--- config.mk ---
export PLATFORM = sky130hd
export DESIGN_NAME = inst_mem_loader
export DESIGN_NICKNAME = d
export VERILOG_FILES = /design/src/rtl/inst_mem_loader.sv
export SDC_FILE = /design/constraint.sdc
export NUM_CORES = 1
export LEC_CHECK = 0
export CORE_MARGIN = 2
export CORE_UTILIZATION = 25
export CTS_BUF_LIST = sky130_fd_sc_hd__clkbuf_2 sky130_fd_sc_hd__clkbuf_4 sky130_fd_sc_hd__clkbuf_8
export DETAILED_ROUTE_END_ITERATION = 8
export REMOVE_ABC_BUFFERS = 1
export SLEW_MARGIN = 25
export SYNTH_ARGS = -nofsm -noshare
export SYNTH_HDL_FRONTEND = slang
export SYNTH_SLANG_ARGS = --single-unit
export TNS_END_PERCENT = 50
--- constraint.sdc ---
create_clock -name clk_LDR -period 4.41 [get_ports clk_LDR]
set_clock_uncertainty 0.05 [all_clocks]
set_input_delay 0.441 -clock clk_LDR [delete_from_list [all_inputs] [get_ports clk_LDR]]
set_output_delay 0.441 -clock clk_LDR [all_outputs]
set_load 0.05 [all_outputs]
--- src/rtl/inst_mem_loader.sv ---
// Framed byte-stream program loader: assembles big-endian words, writes the
// instruction memory, and holds the CPU until a frame's checksum verifies.
module inst_mem_loader #(
    parameter logic [7:0] SYNC_BYTE = 8'hA5,
    parameter int         MAX_WORDS = 64,
    parameter logic [7:0] BASE_ADDR = 8'h00
) (
    input  logic        clk_LDR,
    input  logic        rst_LDR,
    input  logic [7:0]  byteIn_LDR,
    input  logic        byteValid_LDR,
    output logic        byteReady_LDR,
    output logic        wEn_LDR,
    output logic [7:0]  wAddr_LDR,
    output logic [31:0] wData_LDR,
    output logic        cpuHold_LDR,
    output logic        done_LDR,
    output logic        error_LDR,
    output logic [6:0]  wordsLoaded_LDR
);

    typedef enum logic [2:0] {
        IDLE, COUNT, DATA, WRITE, CHECK, DONE, ERR
    } state_t;

    localparam logic [7:0] MAX_N = 8'(MAX_WORDS);

    state_t      state;
    logic [1:0]  byte_idx;
    logic [6:0]  n_words;
    logic [7:0]  acc;
    logic [23:0] asm_q;
    logic        take;

    assign take = byteValid_LDR && byteReady_LDR;

    always_ff @(posedge clk_LDR or posedge rst_LDR) begin
        if (rst_LDR) begin
            state           <= IDLE;
            cpuHold_LDR     <= 1'b1;
            byteReady_LDR   <= 1'b1;
            wEn_LDR         <= 1'b0;
            wAddr_LDR       <= BASE_ADDR;
            wData_LDR       <= '0;
            done_LDR        <= 1'b0;
            error_LDR       <= 1'b0;
            wordsLoaded_LDR <= '0;
            byte_idx        <= '0;
            n_words         <= '0;
            acc             <= '0;
            asm_q           <= '0;
        end else begin
            case (state)
                IDLE, DONE, ERR: begin
                    if (take && byteIn_LDR == SYNC_BYTE) begin
                        state           <= COUNT;
                        cpuHold_LDR     <= 1'b1;
                        done_LDR        <= 1'b0;
                        error_LDR       <= 1'b0;
                        wordsLoaded_LDR <= '0;
                        acc             <= '0;
                        wAddr_LDR       <= BASE_ADDR;
                    end
                end
                COUNT: begin
                    if (take) begin
                        if (byteIn_LDR == 8'd0 || byteIn_LDR > MAX_N) begin
                            state     <= ERR;
                            error_LDR <= 1'b1;
                        end else begin
                            n_words  <= byteIn_LDR[6:0];
                            byte_idx <= '0;
                            state    <= DATA;
                        end
                    end
                end
                DATA: begin
                    if (take) begin
                        asm_q    <= {asm_q[15:0], byteIn_LDR};
                        acc      <= acc + byteIn_LDR;
                        byte_idx <= byte_idx + 2'd1;
                        if (byte_idx == 2'd3) begin
                            wData_LDR     <= {asm_q, byteIn_LDR};
                            wEn_LDR       <= 1'b1;
                            byteReady_LDR <= 1'b0;
                            state         <= WRITE;
                        end
                    end
                end
                WRITE: begin
                    // Single write cycle; address advance wraps naturally at 8 bits.
                    wEn_LDR         <= 1'b0;
                    byteReady_LDR   <= 1'b1;
                    wAddr_LDR       <= wAddr_LDR + 8'd4;
                    wordsLoaded_LDR <= wordsLoaded_LDR + 7'd1;
                    byte_idx        <= '0;
                    state           <= (wordsLoaded_LDR + 7'd1 == n_words) ? CHECK : DATA;
                end
                CHECK: begin
                    if (take) begin
                        if (byteIn_LDR == acc) begin
                            state       <= DONE;
                            done_LDR    <= 1'b1;
                            cpuHold_LDR <= 1'b0;
                        end else begin
                            state     <= ERR;
                            error_LDR <= 1'b1;
                        end
                    end
                end
                default: state <= IDLE;
            endcase
        end
    end

endmodule

== Word level (Yosys, flattened, before mapping) ==
Index checks and enable logic that the tools add are counted.
Word-level totals
  output and inout port bits: 52
  register bits after elaboration: 96
  bits of input ports: 11
  logic and storage cells: 98
Cells by class
  $add $sub $neg: 4
  bitwise operators: 1
  $lt $le $gt $ge: 1
  equal/unequal tests: 19
  muxes and demuxes: 38
  reductions and logical operators: 22
Operator list (number)
  8-bit case mux with 2 select lines: 2
  3-bit 2-to-1 mux: 7
  2-bit inequality test, second input constant: 9
  8-bit 2-to-1 mux: 2
  3-bit case mux with 5 select lines: 1
  1-bit 2-to-1 mux: 14
  7-bit case mux with 2 select lines: 1
  3-bit AND reduction: 4
  3-bit == test, second input constant: 3
  8-bit by 3-bit adder with 8-bit output, second input constant: 1
  8-bit adder: 1
  8-bit == test: 1
  8-bit == test, second input constant: 1
  8-bit by 7-bit greater-than comparator with 1-bit output, second input constant: 1
  8-bit zero test: 1
  2-bit 2-to-1 mux: 4
  1-bit case mux with 2 select lines: 4
  4-bit AND reduction: 2
  2-bit nonzero test: 4
  7-bit by 1-bit adder with 7-bit output, second input constant: 1
  7-bit == test: 1
  7-bit 2-to-1 mux: 1
  3-bit by 2-bit == test with 1-bit output, second input constant: 2
  2-bit case mux with 3 select lines: 1
  13 further kinds: 16

== Depth between registers and ports, before layout ==
Gate-level depths: netlist of the first run.
  depth in word-level cells: 5
  depth in mapped cells: 7
  mapped depth without buffers: 7

== Least setup slack after synthesis of the first run ==
Ideal clock, no wire load.
  path type: register -> register
  start: register wordsLoaded_LDR[0]
  end: register state[2]
  stages on the path, launching flop included: 7
  arrival time: 1.969 ns
  setup slack: 2.265 ns
  path buffers: 0
  cell sequence: dfrtp_1 -> ha_1 -> and3_1 -> nand3_1 -> xnor2_1 -> and3_1 -> o32a_1
Between the ends
  word-level cells in the longest chain between the ends: 4
Ends and longest elaborated chain
  start, declared: line 19  | output logic [6:0] wordsLoaded_LDR
  start signal, assigned: line 95  | wordsLoaded_LDR <= wordsLoaded_LDR + 7'd1;
  7-bit by 1-bit adder with 7-bit output: line 97  | state <= (wordsLoaded_LDR + 7'd1 == n_words) ? CHECK : DATA;
  7-bit == test: line 97
  3-bit 2-to-1 mux: line 97
  3-bit case mux with 5 select lines: line 53  | case (state)
  end signal, assigned: line 97
  end, declared: line 28  | state_t state;
No other way between the ends.
A chain may end at the register's enable or synchronous reset.

== Worst setup path in the final report of the first run ==
  start: register state[1]
  end: register wData_LDR[7]
Between the ends
  word-level cells in the longest chain between the ends: 2
Ends and longest elaborated chain
  3-bit by 2-bit == test with 1-bit output: line 53
  3-bit AND reduction (no source line)
  end signal, assigned: line 83  | wData_LDR <= {asm_q, byteIn_LDR};
  end, declared: line 15  | output logic [31:0] wData_LDR,
No other way between the ends.

==> summary.md, run 1 <==
| Metric | Value |
|---|---|
| Share of cells above drive strength 1 | between 10% and 20% |
| RR Startpoint | state[1] |
| Fin crit period | between 2 and 3 ns |
| Asr flop ratio synth | 100% |
| Area growth syn-to-layout | 23.3% |
| Worst endpoint required time | between 4 and 5 ns |
| Area of the core | 0.0173 mm² |
| FF+latch area | between 0.002 and 0.0025 mm² |
| Clock power share | 14.5% |
| Worst min-delay path startpoint | asm_q[23] |
| Most frequent cell after synthesis | nand2_1 |
| Crit Path Max Fanout | 34 |
| Post-synth top area cell | dfrtp_1 |
| Routability cong. | between 0.7 and 0.8 |
| Period utilization | between 60% and 70% |
| Run status | finished clean |
| Setup bufs post-CTS | 0 |
| Startpoint Class | flop |
| TritonCTS clock tree | yes |
| Reg2reg path depth | 5 |
| R2R Path End | wData_LDR[7] |
| Worst hold endpoint | asm_q[23] |
| Row count | 48 |
| Commonest cells post-synth | nand2_1 (97), dfrtp_1 (92), mux2_2 (32) |
| Die W | 137 µm |
| Sw frac | around 44% |
| Hold slack | 0.430 ns |
| NetSw | ~1.8 mW |
| Starting DRT DRC Count | 184 |
| Crit Path Category | flop to flop |
| Clk_lat worst skew | around 0.37 ns |
| Number of H-tree levels | 3 |
| Top cell type's share of synthesized area | ~52% |
| Synthesis warning total | 0 |
| Die Y | between 100 and 150 µm |
| Hold Path Depth | 2 |
| Setup violators final | 0 |
| Ant diodes | 0 |
| Post-synth EDFFs | 0 |
| Max-cap viol count | 0 |
| IO Port Bufs | 60 |
| Internal | ~2.3 mW |
| CP Capture Type | flop |
| Max Fclk | 341 MHz |
| Clock Root Buffer | clkbuf_8 |
| Vias/cell | ~4.5 |
| Post-CTS sizing | 0 |
| Clock buffer count from CTS | 9 |
| Most common flop cell mapped by yosys | dfrtp_1 |
| Worst vdd ir | slightly above 300 µV |
| CTS Hold Bufs | 0 |
| Worst-path clk slew | roughly 0.08 ns |
| Post-Route Setup TNS | 0 ns |
| Antenna violations before repair | 0 |
| Multi-input logic area | between 0.0015 and 0.002 mm² |
| Wire per inst | between 10 and 15 µm |
| Worst min-delay path class | flop to flop |
| Seq pwr share | between 30 and 40% |
| Cells after Synth | ~420 |
| Lkg Pwr | around 2.5 nW |
| Final hold violation count | 0 |
| Top Ports | 63 |
| Detail Placement HPWL | between 7000 and 8000 µm |
| First-pass GRT wire length | 16900 µm |
| CP Data Arrival Time | about 3.1 ns |
| Via count | 3212 |
| Slew headroom | 42.4% |
| Largest cells by area after synthesis | dfrtp_1 (52%), nand2_1 (8.2%), mux2_2 (8.1%), xnor2_1 (3.0%), ha_1 (2.8%) |
| Filler cells | 1785 |
| Final Slew Violations | 0 |
| Slew of the pin with the lowest slew margin | 0.864 ns |
| Clk sink count | between 90 and 100 |
| Routed Antenna Nets | 0 |
| RSZ-0062 raised after global routing | no |
| Die area | roughly 0.019 mm² |
| Initial Util | 25.6% |
| Syn Std Cell Area | approximately 0.0044 mm² |
| PwrDens | 746 mW/mm² |
| Pin count of the biggest net entering global routing | 60 |
| Gate power share | a little under half |
| Final wirelength | 10100 µm |
| Sequential fraction of the synthesis area | about 53% |
| Clk buf depth | 2 |
| Tot GR Track Use | a little under an eighth |
| Vias in the first global route | between 3000 and 4000 |
| FF-to-FF setup slack | about 1.5 ns |
| GRT overflow | 0 |
| Nets@finish | 499 |
| Post-Syn Area per Cell | 10.5 µm² |
| Drc violations | 0 |
| Synth unique cells | 47 |
| Drt pass-1 iters | 4 |
| FF+latch count, synth | between 90 and 100 |
[worst max-delay path, stage by stage (launching register included)]
cell	delay, ns
dfrtp_1	0.82
nand3_1	0.26
nor3_2	0.16
buf_4	0.32
and2_2	0.78
mux2_2	0.42
[metrics by stage]
step           setup WS, ns  cells  total power, mW  cell area (µm²)  utilization [%]
2_1_floorplan         0.514    403             2.89             4350                -
3_3_place_gp           1.49    691             3.46             5260             30.4
3_5_place_dp           1.43    691             3.52             5260             30.4
4_1_cts                1.46    706             4.13             5460             31.6
5_1_grt                1.29    706             4.37             5460             31.6
6_report               1.48    706             4.08             5460             31.6
[registers in the layout (all words and copies together), names as in the netlist]
signal           count
cpuHold_LDR          1
n_words              7
byte_idx             2
state                3
done_LDR             1
wEn_LDR              1
wAddr_LDR            6
asm_q               24
wordsLoaded_LDR      7
byteReady_LDR        1
wData_LDR           32
error_LDR            1
acc                  8
[power groups by stage]
stage	registers (mW)	logic [mW]	clock network, mW
2_1_floorplan	2.05	0.839	0
3_3_place_gp	1.54	1.93	0
6_report	1.54	1.95	0.591
4_1_cts	1.54	1.97	0.616
3_5_place_dp	1.56	1.96	0
5_1_grt	1.60	2.13	0.647
[how the worst max path moves through the flow]
stage,startpoint,to,slack [ns],cells past startpoint
final,state[1],wData_LDR[7],1.48,5
after global routing,state[1],wData_LDR[29],1.29,5
after CTS,state[1],wData_LDR[31],1.46,5
after detailed placement,byteValid_LDR,wData_LDR[21],1.43,6
after global placement,byteValid_LDR,wData_LDR[21],1.49,6
after floorplan,byteReady_LDR,wData_LDR[0],0.51,4
[area by class of cell]
type                       instances  share of cell area, %
clock buffer                      12                   2.91
clock inverter                     3                  0.802
inverter                           7                  0.527
multi-input combinational        302                   36.1
sequential                        94                   43.1
tap                              225                   5.15
timing repair buffer              63                   11.4
[cell families after synthesis]
group / synth area share, %
xor+xnor: 3.95
buf+inv: 2.57
flops: 53.1
mux: 11.0
other cells: 0.0846
fa+ha+maj: 3.50
simple gates: 16.7
compound gates: 9.09
[metal layers]
layer  GRT usage, %  vias to the layer above  part of all wire, %
met5              0                        -                    0
met4           4.35                        0                  1.4
met3           3.30                       12                  5.4
met2           17.2                       67                   45
met1           15.8                     1577                   48
li1               -                     1556                    -
[cells in the final DEF (no fill, tap or decap), types with 2 or more instances in the layout]
cell / Yosys / layout
a21o_1: 3 / 3
a21oi_1: 10 / 10
a31oi_1: 6 / 6
and2_1: 5 / 4
and3_1: 4 / 4
buf_4: 2 / 3
clkbuf_8: 0 / 11
clkdlybuf4s50_1: 0 / 60
conb_1: 1 / 2
dfrtp_1: 92 / 92
dfstp_2: 2 / 2
ha_1: 10 / 10
inv_1: 6 / 5
mux2_2: 32 / 32
mux2_4: 7 / 7
mux2i_1: 2 / 2
nand2_1: 97 / 97
nand2b_1: 3 / 3
nand3_1: 18 / 18
nor2_1: 16 / 16
nor3_1: 5 / 4
nor4_1: 2 / 2
o21ai_0: 4 / 4
o21ai_1: 25 / 25
o22ai_1: 4 / 4
o31ai_1: 5 / 5
o41ai_1: 2 / 2
or3_1: 3 / 3
or4_1: 2 / 2
xnor2_1: 15 / 15
xor2_1: 5 / 5
Power figures use the tool's default switching activity.
==> inputs of run 2 (changes only) <==
- clock period: 4.41 -> 2.8 ns (I/O delays scaled with it)
==> run 2 against run 1 <==
First-iteration DRC count decreased by 0.54%. Global-route usage increased by 0.33 points. Wire length increased by 2.4%. Via count increased by 0.28%. Register-to-register slack got worse by 0.92 ns.
==> summary.md, run 2 (synthesis results as in run 1) <==
| Metric | Value |
|---|---|
| Filler cells | 1779 |
| Area growth syn-to-layout | 25.2% |
| Max Fclk | 444 MHz |
| Detail Placement HPWL | 7230 µm |
| PwrDens | ~1200 mW/mm² |
| Number of H-tree levels | 3 |
| Nets@finish | between 500 and 600 |
| Slew of the pin with the lowest slew margin | 0.818 ns |
| Final Slew Violations | 0 |
| Drc violations | 0 |
| Run status | finished clean |
| Ant diodes | 0 |
| Pin count of the biggest net entering global routing | 49 |
| Area of the core | 0.0173 mm² |
| Startpoint Class | primary input |
| Max incr delay on CP | around 0.55 ns |
| Initial Util | between 20% and 30% |
| Fin crit period | 2.25 ns |
| Crit Path Category | primary input to flop |
| Worst min-delay path class | primary input to async pin |
| Tot GR Track Use | between 10% and 20% |
| RSZ-0062 raised after global routing | no |
| TritonCTS clock tree | yes |
| Worst vdd ir | between 500 and 600 µV |
| Worst endpoint required time | approximately 3 ns |
| Slew headroom | a little under half |
| Routability cong. | 0.853 |
| Routed Antenna Nets | 0 |
| Post-CTS sizing | 0 |
| Period utilization | between 80% and 90% |
| Crit-path leading delay family | simple AND/OR/NAND/NOR gates |
| Clock buffer count from CTS | 9 |
| Clk buf depth | 2 |
| Clock power share | 15.3% |
| First-pass GRT wire length | between 15000 and 20000 µm |
| Max-cap viol count | 0 |
| Wire per inst | approximately 14 µm |
| Die Y | 137 µm |
| GRT overflow | 0 |
| Sw frac | ~44% |
| Drt pass-1 iters | 4 |
| Clock Root Buffer | clkbuf_8 |
| Clk_lat worst skew | 0.37 ns |
| Row count | between 40 and 50 |
| Setup bufs post-CTS | 0 |
| Commonest non-fill, non-tap cell in the layout | nand2_1 |
| Seq pwr share | between 30% and 40% |
| Starting DRT DRC Count | between 150 and 200 |
| CP Data Arrival Time | around 2.4 ns |
| Worst-path clk slew | ~0.09 ns |
| Hold slack | 0.289 ns |
| Die W | roughly 140 µm |
| Gate power share | about 48% |
| Placed Instance Area | about 0.0053 mm² |
| CP Cell Sequence | clkdlybuf4s50_1 -> or3_4 -> nor4_4 -> a21oi_1 -> o21ai_1 -> o41ai_1 |
| Final hold violation count | 0 |
| NetSw | ~2.9 mW |
| Vias/cell | between 4 and 5 |
| Crit Path Max Fanout | 10 |
| Buf/Inv on CP | 1 |
| Internal | between 3 and 4 mW |
| Commonest non-fill, non-tap cells in the layout | nand2_1 (97), dfrtp_1 (92), clkdlybuf4s50_1 (60) |
| Share of cells above drive strength 1 | approximately 15% |
| IO Port Bufs | 60 |
| Final wirelength | 10300 µm |
| Top reg by flops | wData_LDR |
| Clk sink count | 94 |
| Largest regs | wData_LDR x32, asm_q x24, acc x8 |
| Via count | between 3000 and 4000 |
| Antenna violations before repair | 0 |
| CTS Hold Bufs | 0 |
| Setup violators final | 0 |
| Lkg Pwr | 2.50 nW |
| CP Capture Type | flop |
| Vias in the first global route | between 3000 and 4000 |
| Finished Cell Area | between 0.005 and 0.006 mm² |
| Largest register FFs | 32 |
| Die area | around 0.019 mm² |
| Top Ports | 63 |
| Crit-path slowest cell | clkdlybuf4s50_1 |
[run 2: cell type report]
class / instances / area, µm² / share of cell area (%)
multi-input combinational: 302 / 1970 / 35.6
tap: 225 / 282 / 5.08
timing repair buffer: 70 / 688 / 12.4
clock inverter: 5 / 82.6 / 1.49
sequential: 94 / 2350 / 42.5
inverter: 7 / 28.8 / 0.519
clock buffer: 10 / 138 / 2.48
[run 2: final timing paths]
path,start,end,slack [ns],cells past startpoint
worst max-delay path,byteIn_LDR[1],wAddr_LDR[7],0.55,6
worst min-delay path,rst_LDR,asm_q[10],0.29,2
worst max register to register,state[0],wAddr_LDR[7],0.56,5
worst min register to register,asm_q[16],asm_q[16],0.43,2
max in group asynchronous,rst_LDR,acc[6],1.70,3
min in group clk_LDR,asm_q[16],asm_q[16],0.43,2
[run 2: power groups by stage]
stage	sequential (mW)	clock, mW	combinational [mW]
6_report	2.38	0.997	3.15
5_1_grt	2.48	1.10	3.44
4_1_cts	2.39	1.04	3.18
3_5_place_dp	2.42	0	3.17
3_3_place_gp	2.39	0	3.11
2_1_floorplan	3.23	0	1.32
[run 2: routing by layer]
layer	global-route usage [%]	vias up	routed length, µm
met2	18.4	71	4750
li1	-	1573	-
met3	3.44	11	513
met4	2.81	0	95
met5	0	-	0
met1	16.3	1566	4950
[run 2: per-stage QoR]
stage / utilization (%) / cells / power, mW / TNS [ns] / setup slack, ns
2_1_floorplan: - / 403 / 4.55 / -36.94 / -1.10
3_3_place_gp: 30.8 / 698 / 5.51 / 0 / 0.233
3_5_place_dp: 30.8 / 698 / 5.58 / 0 / 0.163
4_1_cts: 32.1 / 713 / 6.61 / 0 / 0.573
5_1_grt: 32.1 / 713 / 7.02 / 0 / 0.348
6_report: 32.1 / 713 / 6.53 / 0 / 0.546
[run 2: worst reg2reg max path, cell delays in order (launching register included)]
cell	delay, ns
dfrtp_1	0.80
xnor2_1	0.20
o21ai_1	0.11
a21oi_1	0.68
o21ai_1	0.17
o41ai_1	0.11
==> inputs of run 3 (changes only) <==
- clock period: 2.8 -> 1.91 ns (I/O delays scaled with it)
==> run 3 against run 2 <==
The run now ends with negative setup slack left. Non-clock buffer count up 43. Total power grew 56%. Combinational power grew 69%. Critical endpoint is now acc[7]. Core utilization up 3.3 points. Sequential cell count stayed put. Sequential share of layout area fell by 3.9 points. Wire length increased by 11%. Critical path depth is the same. Worst hold slack lost 0.17 ns. Final cell count up 6.2%. Sequential power up 47%.
==> summary.md, run 3 (synthesis results as in run 1) <==
| Metric | Value |
|---|---|
| Period utilization | 100% |
| Lkg Pwr | roughly 2.9 nW |
| Antenna violations before repair | 0 |
| CTS Hold Bufs | 0 |
| Reg2reg path depth | 6 |
| CP endpoint | acc[7] |
| Drt pass-1 iters | 5 |
| Setup violators final | 1 |
| Initial Util | 25.6% |
| CP startpoint | acc[1] |
| IO Port Bufs | 60 |
| Area of the core | between 0.015 and 0.02 mm² |
| Commonest non-fill, non-tap cell in the layout | nand2_1 |
| Final Slew Violations | 0 |
| Commonest non-fill, non-tap cells in the layout | nand2_1 (97), dfrtp_1 (90), buf_4 (55) |
| Clk sink count | 94 |
| Ant diodes | 0 |
| Crit Path Max Fanout | 2 |
| Row count | 48 |
| RR Startpoint | acc[1] |
| Post-Place Cells | roughly 740 |
| Die area | between 0.015 and 0.02 mm² |
| Wire per inst | around 15 µm |
| Worst slack, placed | -0.504 ns |
| Total power | around 10 mW |
| Worst vdd ir | around 750 µV |
| Die Y | around 140 µm |
| Worst-path clk slew | approximately 0.090 ns |
| GRT overflow | 0 |
| Max-cap viol count | 0 |
| Clock Root Buffer | clkbuf_8 |
| Share of cells above drive strength 1 | a little over a quarter |
| Nets@finish | 549 |
| Routability cong. | ~0.82 |
| Largest regs | wData_LDR x32, asm_q x24, acc x8 |
| Startpoint Class | flop |
| R2R Path End | acc[7] |
| Failing checks | negative setup slack |
| Pin count of the biggest net entering global routing | 37 |
| CP Data Arrival Time | between 2 and 2.5 ns |
| Starting DRT DRC Count | approximately 200 |
| Worst endpoint required time | ~2.1 ns |
| PwrDens | about 1700 mW/mm² |
| Max incr delay on CP | roughly 0.43 ns |
| Detail Placement HPWL | about 7900 µm |
| Drc violations | 0 |
| Fin crit period | ~1.9 ns |
| TritonCTS clock tree | yes |
| Clk_lat worst skew | 0.37 ns |
| CP Capture Type | flop |
| First-pass GRT wire length | between 15000 and 20000 µm |
| Largest register FFs | 32 |
| Placed Instance Area | approximately 0.0056 mm² |
| FF-to-FF setup slack | -0.001 ns |
| Final wirelength | ~11000 µm |
| Run status | finished, violations left |
| Final WS setup | -0.00106 ns |
| Vias in the first global route | ~3400 |
| Routed Antenna Nets | 0 |
| CP Cell Sequence | ha_4 -> a21oi_4 -> o211ai_1 -> o41ai_2 -> mux2i_1 -> mux2i_1 |
| Max Fclk | 523 MHz |
| Vias/cell | roughly 4.6 |
| RSZ-0062 raised after global routing | yes |
| Slew of the pin with the lowest slew margin | 0.507 ns |
| Via count | ~3500 |
| Clock buffer count from CTS | 9 |
| Post-Layout Cell Count | between 700 and 800 |
| Crit-path slowest cell | dfrtp_1 |
| Worst path most repeated cell | mux2i_1 |
| Finished Cell Area | between 0.006 and 0.007 mm² |
| Crit Path Category | flop to flop |
| Top reg by flops | wData_LDR |
| Worst min-delay path class | primary input to async pin |
| Number of H-tree levels | 3 |
| Die W | 137 µm |
| Slew headroom | between 60% and 70% |
| Final hold violation count | 0 |
| Clk buf depth | 2 |
| Tot GR Track Use | 12.3% |
| Area growth syn-to-layout | 38.0% |
| Top Ports | 63 |
## run 3: critical path: cells and delay by family, from the launching register on
family / cells / cell delay [ns]
fa+ha+maj: 1 / 0.24
mux: 2 / 0.48
flops: 1 / 0.43
compound gates: 3 / 0.62
## run 3: metrics by stage
| stage | setup TNS [ns] | hold WS, ns | util [%] |
|---|---|---|---|
| finish | -0.00106 | 0.120 | 35.3 |
| floorplan | -161.04 | 0.246 | - |
| CTS | -0.0296 | 0.125 | 34.0 |
| global route | -0.491 | 0.127 | 35.3 |
| detailed placement | -15.84 | 0.414 | 32.6 |
| global placement | -14.60 | 0.407 | 32.6 |
## run 3: how the worst min path moves through the flow
stage	endpoint	cells after the start	slack, ns	from
floorplan	asm_q[0]	2	0.25	byteIn_LDR[0]
global placement	asm_q[22]	2	0.41	asm_q[22]
detailed placement	asm_q[16]	2	0.41	asm_q[16]
CTS	wData_LDR[18]	2	0.13	rst_LDR
global route	n_words[0]	2	0.13	rst_LDR
finish	wData_LDR[18]	2	0.12	rst_LDR
## run 3: what timing repair did
item / CTS / global route
setup endpoints to repair: 14 / 46
gates cloned: 0 / 3
setup buffers: 1 / 1
gates resized for setup: 7 / 37
pin swaps: 0 / 6
## run 3: where the power goes
group / switching, mW / internal, mW / total (mW) / leakage, nW
Clock: 0.705 / 0.678 / 1.38 / 0.104
Sequential: 0.680 / 2.82 / 3.50 / 1.21
Combinational: 3.05 / 2.26 / 5.31 / 1.57
Total: 4.44 / 5.76 / 10.2 / 2.89
## run 3: routing by layer
layer,routed length (µm),global-route usage (%),vias to the layer above
met5,0,0,-
met2,5320,20.0,116
met4,99,2.46,0
li1,-,-,1661
met3,661,3.78,8
met1,5370,16.1,1677
## run 3: final cells by class
| type | count | area, µm² |
|---|---|---|
| fill | 1751 | 11200 |
| tap | 225 | 282 |
| clock buffer | 12 | 153 |
| clock inverter | 4 | 55.1 |
| sequential | 94 | 2360 |
| multi-input combinational | 302 | 2140 |
| timing repair buffer | 113 | 1100 |
| inverter | 7 | 28.8 |
